## config.mk

```make
export PLATFORM = sky130hd
export DESIGN_NAME = div_unit
export DESIGN_NICKNAME = d
export VERILOG_FILES = /design/src/rtl/div_unit.sv
export SDC_FILE = /design/constraint.sdc
export NUM_CORES = 1
export LEC_CHECK = 0
export BUFFER_PORTS_ARGS = -buffer_cell sky130_fd_sc_hd__buf_4
export CAP_MARGIN = 5
export CORE_AREA = 2 2 170 172
export CTS_CLUSTER_SIZE = 40
export DETAILED_ROUTE_END_ITERATION = 8
export DIE_AREA = 0 0 172 174
export GPL_ROUTABILITY_DRIVEN = 1
export PLACE_DENSITY = 0.67
export SETUP_SLACK_MARGIN = 0.3
export SLEW_MARGIN = 40
export SYNTH_ARGS = -nofsm -noshare
export SYNTH_HDL_FRONTEND = slang
export SYNTH_SLANG_ARGS = --single-unit
```

## constraint.sdc

```tcl
create_clock -name clk -period 3.95 [get_ports clk]
set_input_delay 0.1975 -clock clk [delete_from_list [all_inputs] [get_ports clk]]
set_output_delay 0.1975 -clock clk [all_outputs]
set_load 0.005 [all_outputs]
```

## src/rtl/div_unit.sv

```systemverilog
// div_unit: iterative radix-2 restoring divider for RV32M DIV/DIVU/REM/REMU
// Ports: clk/reset (sync, active-high); DivStartE, DivOpE, SrcAE, SrcBE, FlushE in;
// DivResultE (quotient/remainder), DivValidE (one-cycle pulse), DivStall (pipeline hold) out.
module div_unit #(
  parameter int XLEN = 32
) (
  input  logic            clk,
  input  logic            reset,
  input  logic            DivStartE,
  input  logic [1:0]      DivOpE,
  input  logic [XLEN-1:0] SrcAE,
  input  logic [XLEN-1:0] SrcBE,
  input  logic            FlushE,
  output logic [XLEN-1:0] DivResultE,
  output logic            DivValidE,
  output logic            DivStall
);
  localparam int CW = $clog2(XLEN);
  typedef enum logic [1:0] {IDLE, CALC, FIXUP, DONE} state_t;
  state_t state_q, state_d;
  logic [XLEN-1:0] quo_q, quo_d, rem_q, rem_d, div_q, div_d, res_q, res_d;
  logic [CW-1:0] cnt_q, cnt_d;
  logic [1:0] op_q, op_d;
  logic sa_q, sa_d, sb_q, sb_d;
  logic start, sgn_in, div_zero, ovf, special, ge;
  logic [XLEN:0] shifted, diff;
  logic [XLEN-1:0] q_fix, r_fix;
  always_comb begin
    start    = (state_q == IDLE) & DivStartE & ~FlushE;
    sgn_in   = ~DivOpE[0];
    div_zero = SrcBE == '0;
    ovf      = sgn_in & (SrcAE == {1'b1, {(XLEN-1){1'b0}}}) & (&SrcBE);
    special  = div_zero | ovf;
    shifted  = {rem_q, quo_q[XLEN-1]};
    diff     = shifted - {1'b0, div_q};
    ge       = ~diff[XLEN];
    q_fix    = (~op_q[0] & (sa_q ^ sb_q)) ? -quo_q : quo_q;
    r_fix    = (~op_q[0] & sa_q) ? -rem_q : rem_q;
  end
  always_comb begin
    state_d = FlushE            ? IDLE :
              state_q == IDLE   ? (DivStartE ? (special ? DONE : CALC) : IDLE) :
              state_q == CALC   ? (cnt_q == '0 ? FIXUP : CALC) :
              state_q == FIXUP  ? DONE : IDLE;
    quo_d = quo_q;
    rem_d = rem_q;
    div_d = div_q;
    res_d = res_q;
    cnt_d = cnt_q;
    op_d  = op_q;
    sa_d  = sa_q;
    sb_d  = sb_q;
    if (start) begin
      op_d  = DivOpE;
      sa_d  = SrcAE[XLEN-1];
      sb_d  = SrcBE[XLEN-1];
      quo_d = (sgn_in & SrcAE[XLEN-1]) ? -SrcAE : SrcAE;
      div_d = (sgn_in & SrcBE[XLEN-1]) ? -SrcBE : SrcBE;
      rem_d = '0;
      cnt_d = CW'(XLEN-1);
      // Overflow case quotient equals the dividend (-2^(XLEN-1)), remainder 0.
      res_d = special ? (div_zero ? (DivOpE[1] ? SrcAE : '1) : (DivOpE[1] ? '0 : SrcAE)) : res_q;
    end else if (state_q == CALC) begin
      rem_d = ge ? diff[XLEN-1:0] : shifted[XLEN-1:0];
      quo_d = {quo_q[XLEN-2:0], ge};
      cnt_d = cnt_q - 1'b1;
    end else if (state_q == FIXUP && !FlushE) begin
      res_d = op_q[1] ? r_fix : q_fix;
    end
  end
  always_comb begin
    DivValidE  = state_q == DONE;
    DivStall   = ~FlushE & ((state_q == IDLE & DivStartE) | state_q == CALC | state_q == FIXUP);
    DivResultE = res_q;
  end
  always_ff @(posedge clk) begin
    if (reset) begin
      state_q <= IDLE;
      quo_q   <= '0;
      rem_q   <= '0;
      div_q   <= '0;
      res_q   <= '0;
      cnt_q   <= '0;
      op_q    <= '0;
      sa_q    <= 1'b0;
      sb_q    <= 1'b0;
    end else begin
      state_q <= state_d;
      quo_q   <= quo_d;
      rem_q   <= rem_d;
      div_q   <= div_d;
      res_q   <= res_d;
      cnt_q   <= cnt_d;
      op_q    <= op_d;
      sa_q    <= sa_d;
      sb_q    <= sb_d;
    end
  end
endmodule
```

Yosys cells after proc, flatten, opt, wreduce, memory -nomap -nowiden
Cells that the tools add are included.

Register bits: 139. Latch bits: 0. Bits in writable memories: 0. Memory bits (read-only): 0. Input bits: 70. Output and inout port bits: 34. Memories: 0.

$add $sub $neg: 6. Multiply operators: 0. Divide/modulo/power cells: 0. Magnitude comparators: 0. Equality and inequality tests: 6. Shift-type cells: 0. Muxes and demuxes: 23. Bitwise gates (word level): 17. Reduce and logical (&&, ||, !) cells: 11.

Operators with widths (count): 32-bit two-way mux (15); 32-bit negation (4); 33-bit by 32-bit subtractor with 33-bit output (1); 32-bit equality test, second input constant (1); 32-bit zero test (1); 32-bit AND reduction (1); 2-bit two-way mux (6); 5-bit two-way mux (2); 1-bit AND (9); 5-bit zero test (1); 5-bit by 1-bit subtractor with 5-bit output, second input constant (1); 2-bit equality test, second input constant (2); 1-bit inverter (4); 2-bit nonzero test (2); 2-bit OR reduction (2); 1-bit bitwise OR (3); 3-bit AND reduction (1); 2-bit by 1-bit equality test with 1-bit output, second input constant (1); 2-bit zero test (1); 2-bit by 1-bit inequality test with 1-bit output, second input constant (1); 2-bit inequality test, second input constant (1); 1-bit logical AND (1); 1-bit zero test (1); 1-bit bitwise XOR (1).

Depth between registers and ports, before layout
Depth in word-level cells: 7. Mapped depth: 12. Gate-level depth less buffers: 11.

Worst setup path after synthesis
No wires, ideal clock.

Path kind: register to register. From: reg quo_q[31]. To: reg rem_q[22]. Library setup time: 0.137 ns. Arrival time: 2.703 ns. Data required time: 3.813 ns. Setup slack: 1.110 ns. Cell stages (with the launch flop): 13. Clock period less this slack: 2.840 ns. Cells stage by stage: dfxtp_1 inv_1 ha_1 fa_1 nand2b_1 a21oi_1 o2111ai_1 a21oi_1 o21ai_1 xnor2_1 buf_2 mux2i_1 a211oi_1.

Word-level cells in the longest chain between the ends: 2.

Ends and longest elaborated chain: from (decl) (RTL line 21) `logic [XLEN-1:0] quo_q, quo_d, rem_q, rem_d, div_q, div_d, res_q, res_d;`; from (signal assigned) (RTL line 89) `quo_q <= quo_d;`; 33-bit by 32-bit subtractor with 33-bit output (RTL line 35) `diff = shifted - {1'b0, div_q};`; 32-bit two-way mux (RTL line 64) `rem_d = ge ? diff[XLEN-1:0] : shifted[XLEN-1:0];`; to (signal assigned) (RTL line 90) `rem_q <= rem_d;`; to (decl) (RTL line 21).

No other way between the ends. A chain may end at the register's enable or synchronous reset.

Worst setup path in the final report
From: reg rem_q[12]. To: reg rem_q[24].

Word-level cells in the longest chain between the ends: 2.

Ends and longest elaborated chain (RTL line): 33-bit by 32-bit subtractor with 33-bit output (35); 32-bit two-way mux (64).

No other way between the ends.

==> impl_results.md <==
- Status: finished, final reports clean
- Syn Area/Cell: 7.35 um2
- Post-DP Area: 0.0122 mm2
- M1 GR Usage: 0.341
- Grt total ovfl: 0
- Syn Std Cell Area: 0.0111 mm2
- Clock transition at path regs: 0.06 ns
- Fin Clk Skew: 0.0160 ns
- LEAKAGE: 4.83 nW
- Grt peak-use layer: met2
- Die height: 174 um
- Worst-Skew Late Latency: 0.44 ns
- Layout cells sized above 1: 0.119
- Final min period: 3.47 ns
- Power per cell area: 369 mW/mm2
- Total number of vias: 11523
- Final wirelength: 35600 um
- CP arrival: 3.82 ns
- Multi-input gate area: 0.00772 mm2
- DRT antenna net count: 0
- Port buffer count: 103
- Count of final hold-check violations: 0
- Critical-path cell list: ha_1, a21oi_1, o21bai_1, a221oi_1, a21oi_1, o21ai_1, xor2_1, buf_4, nor3_1, nor3_1
- Yosys top cell area share: 0.251
- Area grow syn2layout: 15.1%
- CP bufs+invs: 1
- Placer congestion estimate: 0.961
- Peak supply drop: 0.000284 V
- Most common cell after layout, fill and taps aside: a21oi_1
- Worst-Margin Slew: 0.815 ns
- 1st-iter DRT viols: 1097
- Worst setup path class: reg2reg
- Yosys top cell by area: dfxtp_1
- Top cells by area, synth: dfxtp_1 25%, a21oi_1 7.1%, xnor2_1 6.2%, nor2_1 5.2%, xor2_1 4.8%
- Primary FF master, synth: dfxtp_1
- Via density per instance: 5.90
- DP Wirelength: 26600 um
- Die area: 0.0299 mm2
- Row count: 62
- FILL cells: 2948
- Die X: 172 um
- Wire per inst: 18.2 um
- Most frequent cells in the layout: 157 x a21oi_1, 153 x nor2_1, 139 x dfxtp_1, 125 x nand2_1, 123 x buf_4
- Async SR Flop Fraction: 0
- Drc violations: 0
- RSZ-0062 raised after global routing: false
- CTS tree: yes
- Buffer type at the clock tree root: clkbuf_16
- Yosys warning count: 0
- Synth Instances: 1512
- Initial antenna violation count: 0
- Post-synth EDFFs: 0
- Worst Path Max Fanout: 9
- Max H-tree Level: 4
- Slew HR: 0.456
- Worst setup EP type: flip-flop
- First-pass GRT wire length: 56800 um
- Max cap viols: 0
- Global-route usage over all layers: 0.237
- Design area: 0.0128 mm2
- Hold crit path type: in2reg
- DR pass1 iterations: 6
- Ant. Diodes: 0
- Clk buf depth: 2
- Top Family by Delay on Critical Path: compound AO/OA/AOI/OAI gates
- Final net count: 1666
- Max-slew violations: 0
- Syn nets: 1622
- Largest stage delay, worst path: 0.62 ns
- Storage element area: 0.00278 mm2
- Slowest stage cell, crit path: o21ai_1
- CTS sink count: 139
- Finish-stage setup viols: 0
- Setup TNS: 0 ns
- Final cycle utilization of the critical path: 0.879
- Starting density of the core: 0.393
- Worst Setup Start Kind: flip-flop
- GR Util met3: 0.0344
- # IOs: 104
- Largest net degree at the start of global routing: 129
- Sequential share of the synthesized area: 0.251
- Met2 Resource Use GR: 0.367
- Netlist cell types: 73
- TritonCTS Buffers: 17
- Core footprint: 0.0282 mm2
- Synth Register Bits: 139
- Worst EP required: 4.30 ns
- FMAX: 288 MHz
- Vias in the first global route: 10536
report_power, final:
part | switching [mW] | internal, mW | leakage (nW)
clock network | 0.683 | 0.891 | 0.277
logic | 0.943 | 0.634 | 3.42
registers | 0.0857 | 1.47 | 1.13
cells by family (layout without fill, tap and decap cells):
group | after synthesis | in the layout | synth area share
AOI/OAI and AO/OA | 460 | 460 | 0.261
adders and majority gates | 59 | 59 | 0.0629
and+or+nand+nor | 517 | 517 | 0.233
buffers and inverters | 171 | 228 | 0.0590
xor gates and xnor gates | 140 | 140 | 0.110
DFF | 139 | 139 | 0.251
muxes | 26 | 26 | 0.0237
stage by stage:
| step | hold WS, ns | setup WS [ns] | utilization | total power [mW] | instances |
|---|---|---|---|---|---|
| floorplan | 0.274 | 1.11 | - | 2.67 | 1512 |
| global placement | 0.413 | 0.505 | 0.431 | 3.10 | 1918 |
| detailed placement | 0.418 | 0.362 | 0.431 | 3.11 | 1918 |
| CTS | 0.0590 | 0.433 | 0.452 | 4.69 | 1951 |
| global route | 0.0719 | 0.329 | 0.452 | 4.97 | 1953 |
| finish | 0.0760 | 0.476 | 0.452 | 4.71 | 1953 |
cell type report:
cell class / instances / share of cell area
Multi-Input combinational cell: 1202 / 0.604
Sequential cell: 139 / 0.218
Timing Repair Buffer: 126 / 0.0762
Tap cell: 384 / 0.0376
Clock buffer: 20 / 0.0350
Inverter: 70 / 0.0206
Clock inverter: 12 / 0.00881
registers in the layout, indices dropped and copies added, names as in the netlist:
signal      count
rem_q          32
op_q            2
DivResultE     32
sa_q            1
quo_q          32
cnt_q           5
sb_q            1
state_q         2
div_q          32
timing repair:
item,CTS,global route
hold buffers,1,0
endpoints found under the setup margin,1,18
gates resized for setup,1,0
endpoints found under the hold margin,2,0
pin swaps,0,1
setup buffers,0,2
worst reg2reg max path, stage by stage (launching register included):
cell	delay (ns)
dfxtp_1	0.50
ha_1	0.37
a21oi_1	0.20
o21bai_1	0.08
a221oi_1	0.46
a21oi_1	0.20
o21ai_1	0.62
xor2_1	0.42
buf_4	0.26
nor3_1	0.08
nor3_1	0.21
final timing paths:
path | depth (start not counted) | end | startpoint | slack (ns)
max | 10 | rem_q[24] | rem_q[12] | 0.48
min | 3 | quo_q[1] | SrcAE[1] | 0.08
max reg2reg | 10 | rem_q[24] | rem_q[12] | 0.48
min reg2reg | 2 | div_q[31] | div_q[31] | 0.45
routing by layer:
layer	wire [um]	up-vias
met3	2430	43
met1	16500	5438
met4	644	0
met2	16100	469
met5	0	-
li1	-	5573
cell usage after synthesis (7+ instances only):
master,instances
a21oi_1,157
nor2_1,155
dfxtp_1,139
nand2_1,125
clkbuf_1,83
o21ai_0,81
xnor2_1,79
inv_1,69
xor2_1,61
nor3_1,52
a211oi_1,46
ha_1,39
a22oi_1,34
nand3_1,31
mux2i_1,24
nand4_1,22
maj3_1,19
a31oi_1,18
nand2b_1,18
o22ai_1,18
and3_1,17
nor4_1,16
a311oi_1,15
o211ai_1,14
or4_1,14
and2_1,13
o31ai_1,12
a21o_1,11
buf_2,11
or3_1,10
buf_1,7
nor2b_1,7
o21bai_1,7
(Power assumes the default switching activity.)
